--- src/rtl/alarm_clock_core.sv ---
// alarm_clock_core: BCD time-of-day clock with a small alarm table, a ring/snooze state
// machine and an hourly LED chime.
//
// Ports
//   Clk, RST            system clock, synchronous active-high reset
//   EN                  timekeeping enable (prescaler holds while low)
//   Mode                display mode: 0 = 12 h, 1 = 24 h
//   Add_Hour, Add_Min   single-cycle set pulses, act regardless of EN
//   Alarm_Wr/Idx/Hour/Min/En   alarm table write port (BCD, 24 h)
//   Snooze, Stop        single-cycle ring controls
//   Hours/Minutes/Seconds/APM  BCD display, combinational from registered state
//   Ringing, Ring_Idx   ring status and index of the entry that rang last
//   LedSharp            hourly chime LED, blinks N times for 12 h hour N
module alarm_clock_core #(
    parameter int unsigned TICK_DIV   = 50_000_000,
    parameter int unsigned NUM_ALARMS = 4,
    parameter int unsigned SNOOZE_MIN = 5,
    parameter int unsigned RING_MIN   = 1
) (
    input  logic       Clk,
    input  logic       RST,
    input  logic       EN,
    input  logic       Mode,
    input  logic       Add_Hour,
    input  logic       Add_Min,
    input  logic       Alarm_Wr,
    input  logic [3:0] Alarm_Idx,
    input  logic [7:0] Alarm_Hour,
    input  logic [7:0] Alarm_Min,
    input  logic       Alarm_En,
    input  logic       Snooze,
    input  logic       Stop,
    output logic [7:0] Hours,
    output logic [7:0] Minutes,
    output logic [7:0] Seconds,
    output logic       APM,
    output logic       Ringing,
    output logic [3:0] Ring_Idx,
    output logic       LedSharp
);

    localparam int unsigned PW = (TICK_DIV > 1) ? $clog2(TICK_DIV) : 1;
    localparam logic [PW-1:0] PRE_MAX = PW'(TICK_DIV - 1);
    localparam logic [5:0] CNT_RING = 6'(RING_MIN);
    localparam logic [5:0] CNT_SNZ  = 6'(SNOOZE_MIN);

    typedef enum logic [1:0] {StIdle, StRing, StSnooze} ring_state_e;

    // BCD increment with wrap to 00 after max_v.
    function automatic logic [7:0] bcd_inc(input logic [7:0] v, input logic [7:0] max_v);
        if (v == max_v) begin
            return 8'h00;
        end
        if (v[3:0] == 4'd9) begin
            return {v[7:4] + 4'd1, 4'd0};
        end
        return {v[7:4], v[3:0] + 4'd1};
    endfunction

    function automatic logic bcd_ok(input logic [7:0] v, input logic [7:0] max_v);
        return (v[7:4] <= 4'd9) && (v[3:0] <= 4'd9) && (v <= max_v);
    endfunction

    // ------------------------------------------------------------------
    // State
    // ------------------------------------------------------------------
    logic [PW-1:0] pre_q, pre_d;
    logic [7:0]    sec_q, sec_d;
    logic [7:0]    min_q, min_d;
    logic [7:0]    hour_q, hour_d;
    logic          chime_q, chime_d;

    logic [7:0]    al_hour_q [NUM_ALARMS];
    logic [7:0]    al_min_q  [NUM_ALARMS];
    logic          al_en_q   [NUM_ALARMS];

    ring_state_e   state_q, state_d;
    logic [5:0]    ring_cnt_q, ring_cnt_d;
    logic [5:0]    snz_cnt_q, snz_cnt_d;
    logic [3:0]    ring_idx_q, ring_idx_d;

    logic          tick;
    logic          min_bnd;
    logic          hour_bnd;
    logic          wr_ok;
    logic          match_any;
    logic          match_hit;
    logic [3:0]    match_idx;
    logic          kill;

    // ------------------------------------------------------------------
    // Prescaler and time-of-day next state
    // ------------------------------------------------------------------
    always_comb begin
        tick     = EN && (pre_q == PRE_MAX);
        pre_d    = pre_q;
        sec_d    = sec_q;
        min_d    = min_q;
        hour_d   = hour_q;
        min_bnd  = 1'b0;
        hour_bnd = 1'b0;

        if (EN) begin
            pre_d = tick ? '0 : pre_q + PW'(1);
        end

        if (tick) begin
            sec_d   = bcd_inc(sec_q, 8'h59);
            min_bnd = (sec_q == 8'h59);
        end

        // A set pulse owns its field for the cycle; the tick carry into it is dropped.
        if (Add_Min) begin
            min_d = bcd_inc(min_q, 8'h59);
        end else if (min_bnd) begin
            min_d    = bcd_inc(min_q, 8'h59);
            hour_bnd = (min_q == 8'h59);
        end

        if (Add_Hour || hour_bnd) begin
            hour_d = bcd_inc(hour_q, 8'h23);
        end
    end

    // ------------------------------------------------------------------
    // Alarm table
    // ------------------------------------------------------------------
    always_comb begin
        wr_ok = Alarm_Wr && (32'(Alarm_Idx) < NUM_ALARMS) &&
                bcd_ok(Alarm_Hour, 8'h23) && bcd_ok(Alarm_Min, 8'h59);
    end

    always_ff @(posedge Clk) begin
        if (RST) begin
            for (int unsigned i = 0; i < NUM_ALARMS; i++) begin
                al_hour_q[i] <= 8'h00;
                al_min_q[i]  <= 8'h00;
                al_en_q[i]   <= 1'b0;
            end
        end else if (wr_ok) begin
            for (int unsigned i = 0; i < NUM_ALARMS; i++) begin
                if (Alarm_Idx == 4'(i)) begin
                    al_hour_q[i] <= Alarm_Hour;
                    al_min_q[i]  <= Alarm_Min;
                    al_en_q[i]   <= Alarm_En;
                end
            end
        end
    end

    // Compare against the time being entered at this edge; scan downwards so the
    // lowest matching index is the one left standing.
    always_comb begin
        match_any = 1'b0;
        match_idx = 4'd0;
        for (int i = int'(NUM_ALARMS) - 1; i >= 0; i--) begin
            if (al_en_q[i] && (al_hour_q[i] == hour_d) && (al_min_q[i] == min_d)) begin
                match_any = 1'b1;
                match_idx = 4'(i);
            end
        end
        match_hit = min_bnd && match_any;
        kill      = wr_ok && !Alarm_En && (Alarm_Idx == ring_idx_q);
    end

    // ------------------------------------------------------------------
    // Ring state machine
    // ------------------------------------------------------------------
    always_comb begin
        state_d    = state_q;
        ring_cnt_d = ring_cnt_q;
        snz_cnt_d  = snz_cnt_q;
        ring_idx_d = ring_idx_q;

        unique case (state_q)
            StIdle: begin
                if (match_hit) begin
                    state_d    = StRing;
                    ring_idx_d = match_idx;
                    ring_cnt_d = CNT_RING;
                end
            end
            StRing: begin
                if (Stop || kill) begin
                    state_d = StIdle;
                end else if (Snooze) begin
                    state_d   = StSnooze;
                    snz_cnt_d = CNT_SNZ;
                end else if (min_bnd) begin
                    ring_cnt_d = ring_cnt_q - 6'd1;
                    if (ring_cnt_d == 6'd0) begin
                        state_d = StIdle;
                    end
                end
            end
            StSnooze: begin
                if (Stop || kill) begin
                    state_d = StIdle;
                end else if (min_bnd) begin
                    snz_cnt_d = snz_cnt_q - 6'd1;
                    if (snz_cnt_d == 6'd0) begin
                        state_d    = StRing;
                        ring_cnt_d = CNT_RING;
                    end
                end
            end
            default: begin
                state_d = StIdle;
            end
        endcase
    end

    // ------------------------------------------------------------------
    // Chime arm: set on the hour, cleared by any manual set or once minutes leave 00
    // ------------------------------------------------------------------
    always_comb begin
        chime_d = chime_q;
        if (Add_Hour || Add_Min) begin
            chime_d = 1'b0;
        end else if (hour_bnd) begin
            chime_d = 1'b1;
        end else if (min_d != 8'h00) begin
            chime_d = 1'b0;
        end
    end

    // ------------------------------------------------------------------
    // Registers
    // ------------------------------------------------------------------
    always_ff @(posedge Clk) begin
        if (RST) begin
            pre_q      <= '0;
            sec_q      <= 8'h00;
            min_q      <= 8'h00;
            hour_q     <= 8'h00;
            chime_q    <= 1'b0;
            state_q    <= StIdle;
            ring_cnt_q <= 6'd0;
            snz_cnt_q  <= 6'd0;
            ring_idx_q <= 4'd0;
        end else begin
            pre_q      <= pre_d;
            sec_q      <= sec_d;
            min_q      <= min_d;
            hour_q     <= hour_d;
            chime_q    <= chime_d;
            state_q    <= state_d;
            ring_cnt_q <= ring_cnt_d;
            snz_cnt_q  <= snz_cnt_d;
            ring_idx_q <= ring_idx_d;
        end
    end

    // ------------------------------------------------------------------
    // Display
    // ------------------------------------------------------------------
    logic [4:0] hour_bin;
    logic [3:0] h12;
    logic [7:0] h12_bcd;
    logic [5:0] sec_bin;

    always_comb begin
        hour_bin = 5'(hour_q[7:4]) * 5'd10 + 5'(hour_q[3:0]);
        if (hour_bin == 5'd0) begin
            h12 = 4'd12;
        end else if (hour_bin > 5'd12) begin
            h12 = 4'(hour_bin - 5'd12);
        end else begin
            h12 = hour_bin[3:0];
        end
        h12_bcd = (h12 >= 4'd10) ? {4'd1, h12 - 4'd10} : {4'd0, h12};
        sec_bin = 6'(sec_q[7:4]) * 6'd10 + 6'(sec_q[3:0]);

        Hours    = Mode ? hour_q : h12_bcd;
        Minutes  = min_q;
        Seconds  = sec_q;
        APM      = !Mode && (hour_bin >= 5'd12);
        Ringing  = (state_q == StRing);
        Ring_Idx = ring_idx_q;
        // Even seconds below 2*N give N flashes, one every other second.
        LedSharp = chime_q && !sec_q[0] && (sec_bin < {1'b0, h12, 1'b0});
    end

endmodule

--- config.mk ---
export PLATFORM = sky130hd
export DESIGN_NAME = alarm_clock_core
export DESIGN_NICKNAME = d
export VERILOG_FILES = /design/src/rtl/alarm_clock_core.sv
export SDC_FILE = /design/constraint.sdc
export NUM_CORES = 1
export LEC_CHECK = 0
export ABC_AREA = 1
export CORE_MARGIN = 5
export CORE_UTILIZATION = 55
export DETAILED_ROUTE_END_ITERATION = 7
export GPL_TIMING_DRIVEN = 0
export PLACE_DENSITY_LB_ADDON = 0.2
export SLEW_MARGIN = 40
export SYNTH_ARGS = -nofsm -noshare
export SYNTH_HDL_FRONTEND = slang
export SYNTH_SLANG_ARGS = --single-unit
--- constraint.sdc ---
create_clock -name Clk -period 10 [get_ports Clk]
set_input_delay 2 -clock Clk [delete_from_list [all_inputs] [get_ports Clk]]
set_output_delay 2 -clock Clk [all_outputs]
set_load 0.02 [all_outputs]
==> reports/qor.csv, run 1 <==
metric;value;unit
clk_lat worst skew;430;ps
DIE AREA;17900;sq um
sequential fraction of the synthesis area;0.402;
Root Buffer;clkbuf_16;
final hold viol count;0;
DIE HEIGHT;134;um
GP Congestion;0.875;
Mapped Area;8410;sq um
ys async rst share;0;
cell area power density;168;nW/um^2
Detailed Route Iter0 Violations;561;
initial antenna violation count;0;
Most common cell on crit path;ha_1;
Initial Util;0.557;
crit-path cells;ha_1 > ha_1 > xnor2_1 > inv_1 > ha_1 > and2_1 > nand2_1 > nand2_1 > inv_1 > nand2_1 > o211ai_1 > inv_1 > ha_1 > o2111ai_1 > o211ai_1 > nor2_1 > clkdlybuf4s50_1;
CTS max path bufs;2;
routed wire length;20800;um
global-route wire length before repair;34500;um
status;completed;
RSZ-0062 raised after global routing;no;
min cycle time layout;6100;ps
DP HPWL;15800;um
maxcap violations;0;
vias in the first global route;7260;
layout cells sized above 1;0.0642;
post-cts hold buffer count;0;
post-CTS setup buffer count;0;
Crit Path Max Fanout;7;
Final Cycle Share;0.610;
Worst VDD drop;0.000135;V
required time of the worst setup path;8000;ps
# clock sinks;135;
main area contributors after synthesis;edfxtp_1 (24%), dfxtp_1 (16%), nand2_1 (13%);
top-area cell type share of the netlist area;0.243;
num rows;45;
port buffer count;57;
register area;3380;sq um
Leak Pwr;4.64;nW
Core Footprint;15100;sq um
area post-placement;9320;sq um
largest net degree at the start of global routing;18;
Antenna Violating Nets Remaining;0;
Setup crit end kind;output pin;
GRT Resource Usage Total;0.241;
cts bufs inserted;17;
I/O pin count;61;
fin nets;1344;
max_slew headroom;0.566;
crit path kind;reg -> out;
Horiz. Die Dim;134;um
leading register cell type out of synthesis;edfxtp_1;
Synth-to-Final Area Change;17.8;%
Syn Area/Cell;7.08;sq um
GRT Residual Overflow;0;
via/cell ratio;5.17;
Worst-Margin Slew;650;ps
Critical Path Slowest Stage Cell;clkdlybuf4s50_1;
Yosys Warn Count;0;
most frequent cells in the layout;nand2_1 (298), inv_1 (199), nor2_1 (185);
vias;7649;
Slew Viols, Final;0;
min-delay worst type;reg -> reg;
CP peak stage delay;610;ps
Worst Skew;9.73;ps
Post-synth EDFFs;68;
Avg WL per Cell;14.0;um
post-route cell area;9910;sq um
post-synth top area cell;edfxtp_1;
TritonCTS clock tree;yes;
drt first pass iters;7;
most common cell after layout, fill and taps aside;nand2_1;
H-Tree Depth;4;
Yosys reg bits;135;
fmax;164;MHz
post_cts resized;0;
Synth cell types;47;
Setup crit start kind;flip-flop;
Reg clk slew, reported paths;60;ps
# setup viols final;0;
Arr. time, crit path;4100;ps
Final TNS setup;0;ps
fillers;1343;
ANT cells;0;
Cells after Synth;1188;
drc violations;0;
area taken by multi-input logic gates;4230;sq um
[power by group]
group	total (mW)	leakage [nW]	internal (mW)	switching, mW
Combinational	0.398	3.17	0.155	0.243
Clock	0.616	0.278	0.351	0.265
Sequential	0.652	1.19	0.619	0.0332
[logic make-up (layout without fill, tap and decap cells)]
group | after synthesis | count (layout) | share of synthesized area
xor gates and xnor gates | 29 | 29 | 0.0302
AOI/OAI and AO/OA | 98 | 98 | 0.0692
buffers and inverters | 224 | 315 | 0.104
and+or+nand+nor | 666 | 666 | 0.339
DFF | 135 | 135 | 0.402
other | 1 | 14 | 0.000446
adders and majority gates | 35 | 35 | 0.0539
[final timing paths]
| kind | endpoint | slack [ps] | depth (start not counted) | startpoint |
|---|---|---|---|---|
| worst max register to register | Ring_Idx[0] | 6830 | 21 | Seconds[0] |
| worst min register to register | pre_q[21] | 480 | 2 | pre_q[21] |
| worst max-delay path | LedSharp | 3900 | 17 | hour_q[6] |
| worst min-delay path | pre_q[21] | 480 | 2 | pre_q[21] |
[layer usage]
metal / vias to the layer above / track usage / wire, um
li1: 3935 / - / -
met2: 231 / 0.397 / 9610
met4: 0 / 0.0760 / 314
met5: - / 0 / 0
met1: 3457 / 0.316 / 9580
met3: 26 / 0.0521 / 1290
[critical path, delay by kind of cell, from the launching register on]
family	cells	cell delay (ps)
AND/OR/NAND/NOR	5	470
buffers and inverters	4	900
adder cells (fa/ha/maj)	4	1120
XOR/XNOR	1	320
flip-flops	1	500
AO/OA/AOI/OAI	3	360
[state kept, by name, indices dropped and copies added (netlist names)]
name	flops
al_hour_q	32
al_min_q	32
pre_q	26
Minutes	8
Seconds	8
hour_q	8
ring_cnt_q	6
snz_cnt_q	6
al_en_q	4
Ring_Idx	2
state_q	2
chime_q	1
[final cells by class]
| class | instances | area share |
|---|---|---|
| inverter | 201 | 0.0762 |
| buffer | 23 | 0.0125 |
| sequential | 135 | 0.341 |
| clock inverter | 15 | 0.0163 |
| tap | 188 | 0.0237 |
| clock buffer | 17 | 0.0429 |
| multi-input combinational | 842 | 0.427 |
| timing repair buffer | 59 | 0.0602 |
[Yosys cell counts, types with 4 or more instances]
library cell / count
nand3b_1: 11
a211oi_1: 4
o31ai_1: 5
inv_1: 199
clkbuf_1: 12
o21a_1: 4
nand2_2: 19
xor2_1: 19
ha_1: 33
xnor2_1: 10
edfxtp_1: 68
nor2_1: 185
dfxtp_1: 67
nand3_1: 108
nor4_1: 6
nor3_1: 17
o21ai_0: 30
nand2_1: 300
a21oi_1: 36
nand4_1: 5
nand3_2: 4
[through the flow]
stage / total power [mW] / std cells / setup WS [ps] / hold WS (ps) / util
after floorplan: 0.953 / 1201 / 5140 / 452 / -
after global placement: 1.05 / 1446 / 3980 / 466 / 0.614
after detailed placement: 1.06 / 1448 / 4330 / 475 / 0.617
after CTS: 1.67 / 1480 / 3860 / 482 / 0.656
after global routing: 1.76 / 1480 / 3580 / 507 / 0.657
final: 1.67 / 1480 / 3900 / 478 / 0.657
(Power assumes the default switching activity.)
==> inputs of run 2 (changes only) <==
- CORE_UTILIZATION: 55 -> 54
- clock period: 10 -> 5.5 ns (I/O delays scaled with it)
==> run 2 against run 1 <==
Compared with the run above:
- utilization decreased by 0.12 points
- sequential share of layout area shrank 0.30 points
- power increased by 91%
- via count increased by 0.33%
- worst setup slack worse by 3500 ps
- critical path type unchanged
- largest power group is now clock
==> reports/qor.csv, run 2 (synthesis results as in run 1) <==
metric;value;unit
status;completed;
met2 WL;9710;um
TritonCTS clock tree;yes;
GP Congestion;0.912;
crit-path cells;ha_1 > ha_1 > xnor2_2 > inv_1 > ha_1 > and2_1 > nand2_1 > nand2_1 > inv_1 > nand2_1 > o211ai_1 > inv_1 > ha_1 > o2111ai_1 > o211ai_1 > nor2_1 > clkdlybuf4s50_1;
area post-placement;9340;sq um
post-CTS setup buffer count;0;
CP peak stage delay;600;ps
via/cell ratio;5.11;
Final TNS setup;0;ps
Setup crit start kind;flip-flop;
vias in the first global route;7285;
GRT Resource Usage Total;0.244;
Worst VDD drop;0.000220;V
DIE AREA;18200;sq um
Leak Pwr;4.68;nW
Root Buffer;clkbuf_16;
GRT Residual Overflow;0;
# clock sinks;135;
global-route wire length before repair;35300;um
Worst Skew;6.90;ps
CTS max path bufs;2;
Arr. time, crit path;3960;ps
cts bufs inserted;17;
layout cells sized above 1;0.0650;
port buffer count;57;
ANT cells;0;
Synth-to-Final Area Change;18.9;%
most common cell after layout, fill and taps aside;nand2_1;
max_slew headroom;0.572;
Largest regs;al_hour_q (32), al_min_q (32), pre_q (26);
WL met1;9580;um
largest net degree at the start of global routing;18;
vias;7674;
min cycle time layout;5060;ps
fin nets;1344;
Slew Viols, Final;0;
required time of the worst setup path;4400;ps
R2R Setup Slk;2280;ps
drc violations;0;
I/O pin count;61;
fmax;198;MHz
DIE HEIGHT;135;um
Critical Path Slowest Stage Cell;clkdlybuf4s50_1;
Antenna Violating Nets Remaining;0;
Most common cell on crit path;ha_1;
final hold viol count;0;
Avg WL per Cell;14.2;um
Worst-Margin Slew;641;ps
Cell Count, Final, Fillers Out;1503;
Core Footprint;15300;sq um
maxcap violations;0;
crit path kind;reg -> out;
Horiz. Die Dim;135;um
H-Tree Depth;4;
min-delay worst type;reg -> reg;
Setup crit end kind;output pin;
RSZ-0062 raised after global routing;no;
Final Cycle Share;0.920;
# setup viols final;0;
Met3 Wirelength;1560;um
routed wire length;21300;um
cell area power density;318;nW/um^2
Initial Util;0.551;
Crit path buffers/inverters;4;
initial antenna violation count;0;
clk_lat worst skew;430;ps
Crit Path Max Fanout;7;
kind of cell adding the most delay to the critical path;adder cells;
Cells after DPL;1471;
highest routed layer;met4;
post-route cell area;10000;sq um
Detailed Route Iter0 Violations;572;
Reg clk slew, reported paths;60;ps
num rows;45;
most frequent cells in the layout;nand2_1 (298), inv_1 (199), nor2_1 (185);
hold_ws;480;ps
DP HPWL;16000;um
Power Total;3.18;mW
drt first pass iters;6;
run 2: cell count changes in the layout (fill, tap and decap cells not counted), sizes merged:
cell	delta
inv	-2
bufinv	+4
clkinv	-2
run 2: where the power goes:
group	leakage (nW)	switching (mW)	internal (mW)
registers	1.19	0.0606	1.13
clock network	0.308	0.456	0.806
logic	3.17	0.452	0.283
total	4.68	0.968	2.22
run 2: final timing paths:
check | start | to | cells after the start
worst max-delay path | hour_q[4] | LedSharp | 17
worst min-delay path | snz_cnt_q[5] | snz_cnt_q[5] | 2
worst max register to register | Seconds[0] | Ring_Idx[0] | 21
worst min register to register | snz_cnt_q[5] | snz_cnt_q[5] | 2
run 2: metrics by stage:
step / setup WS [ps] / utilization
6_report: 438 / 0.655
5_1_grt: 90.2 / 0.655
4_1_cts: 287 / 0.655
3_5_place_dp: 747 / 0.612
3_3_place_gp: 385 / 0.609
2_1_floorplan: 1540 / -
run 2: area by class of cell:
class                      instances  area [sq um]
fill                            1358          5260
multi-input combinational        842          4230
sequential                       135          3380
inverter                         201           754
timing repair buffer              59           589
clock buffer                      17           425
tap                              211           264
clock inverter                    15           224
buffer                            23           124
run 2: metal layers:
metal	up-vias	track usage
met5	-	0
met4	0	0.0860
met3	35	0.0518
met2	269	0.392
met1	3425	0.327
li1	3945	-
run 2: repair_timing:
item	4_1_cts	5_1_grt
hold buffers	0	0
resized for setup	0	2
endpoints found under the setup margin	0	1
run 2: tightest hold or removal path: stages, from the launching register on:
cell     delay [ps]
dfxtp_1         320
nand2_1          60
a21oi_1          50
==> RTL change, RTL diff (settings of run 2) <==
Set the parameter `TICK_DIV` to 25_000_000 (it was 50_000_000).
--- a/src/rtl/alarm_clock_core.sv
+++ b/src/rtl/alarm_clock_core.sv
@@ -13,5 +13,5 @@
 //   LedSharp            hourly chime LED, blinks N times for 12 h hour N
 module alarm_clock_core #(
-    parameter int unsigned TICK_DIV   = 50_000_000,
+    parameter int unsigned TICK_DIV   = 25_000_000,
     parameter int unsigned NUM_ALARMS = 4,
     parameter int unsigned SNOOZE_MIN = 5,
Behaviour: no difference found for any inputs over 10 cycles, from zero or initial values and one cycle with RST high; that may be too few to reach the edited logic, so the function may still have changed.
==> RTL change against run 2 <==
Clock skew is 1.6 ps higher. Setup slack lost 110 ps. Combinational power grew 8.4%. Design area increased by 1.6%. Final cell count increased by 2.9%. Area after synthesis increased by 3.0%. Sequential share of layout area fell by 0.73 points. Total power fell by 2.5%. Synthesized cell count grew 3.3%. Utilization fell by 1.4 points. Sequential cell count shrank 1. Clock power is 11% lower. Wire length grew 9.8%. Largest power group is now sequential cells.
==> RTL change: results <==
group,metric,value,unit
drt,viasPerCell,5.35,
synth,synth.area.top_cells,"edfxtp_1 24%, dfxtp_1 15%, nand2_1 13%, nor2_1 9.2%, inv_1 7.0%",
synth,ys_types,49,
finish,top_regs,"al_hour_q: 32 flops, al_min_q: 32 flops, pre_q: 25 flops",
outcome,status,"complete, no violations",
drt,met2_length,10700,um
clock_network,cts.path.max_buffers,2,
power,peakVddDrop,285,uV
finish,nNetsFinal,1383,
global_route,grt_pass1_vias,7561,
placed_design,placed_area,9580,um^2
finish,final_layout_size_suffix_gt1_share,6.46,%
sta,clock_skew,8.48,ps
global_route,grt.total_usage,25.9,%
global_route,grtUsageMet1,35.1,%
global_route,grt.met3_usage,4.74,%
synth,synth_commonest_cells,"311 x nand2_1, 213 x nor2_1, 161 x inv_1",
global_route,met2_usage,41.5,%
drt,drt-initial-drc-count,748,
placed_design,hpwl,18100,um
drt,vias,8273,
placed_design,dp_slack,776,ps
power,cellLeakagePower,4.64,nW
sta,maxSlewHeadroom,53.8,%
global_route,grt_pass1_wl,37400,um
synth,synth-compound-area-share,6.79,%
placed_design,gp_congestion,0.984,
drt,met3_length,1950,um
worst_setup_path,crit_arrival,4070,ps
drt,wl_met1,10100,um
drt,wl_per_cell,15.1,um
synth,synth_adder_area_share,5.23,%
synth,yosys.area_share.xor_xnor,2.53,%
synth,yosysSeqAreaShare,38.9,%
==> RTL change: cell count changes in the layout (fill, tap and decap cells not counted), moves of 3 or more <==
| cell | delta |
|---|---|
| nand2_1 | +12 |
| nand3b_1 | +16 |
| a21oi_1 | +3 |
| xor2_1 | -3 |
| nand4_1 | +7 |
| nor2_1 | +28 |
| inv_1 | -38 |
| inv_2 | +3 |
| bufinv_16 | -4 |
| nor3b_1 | +3 |
| inv_4 | +5 |
==> RTL change: kinds of logic (layout without fill, tap and decap cells) <==
logic type                 after synthesis  count (layout)
xor gates and xnor gates                25              25
adders and majority gates               35              35
other                                    1              14
AOI/OAI and AO/OA                      102             102
and+or+nand+nor                        742             742
DFF                                    134             134
buffers and inverters                  188             279
==> RTL change: power by group <==
group | internal, mW | switching (mW) | total, mW | leakage (nW)
logic | 0.300 | 0.497 | 0.797 | 3.16
registers | 1.12 | 0.0644 | 1.19 | 1.18
clock network | 0.659 | 0.461 | 1.12 | 0.286
total | 2.08 | 1.02 | 3.10 | 4.64
==> RTL change: path summary, 6_finish.rpt <==
path / startpoint / end / cells past startpoint / slack [ps]
setup / recovery: hour_q[6]$_SDFF_PP0_ / LedSharp / 17 / 330
hold / removal: pre_q[24]$_SDFFE_PP0P_ / pre_q[24]$_SDFFE_PP0P_ / 2 / 480
hold reg to reg: pre_q[24]$_SDFFE_PP0P_ / pre_q[24]$_SDFFE_PP0P_ / 2 / 480
setup reg to reg: Minutes[0]$_SDFF_PP0_ / ring_cnt_q[3]$_SDFFE_PP0P_ / 19 / 2110
==> RTL change: layout make-up <==
cell class / instances / area, um^2
fill: 1458 / 5670
multi-input combinational: 918 / 4620
sequential: 134 / 3360
inverter: 167 / 627
timing repair buffer: 59 / 592
clock buffer: 20 / 462
tap: 216 / 270
clock inverter: 12 / 113
buffer: 21 / 111
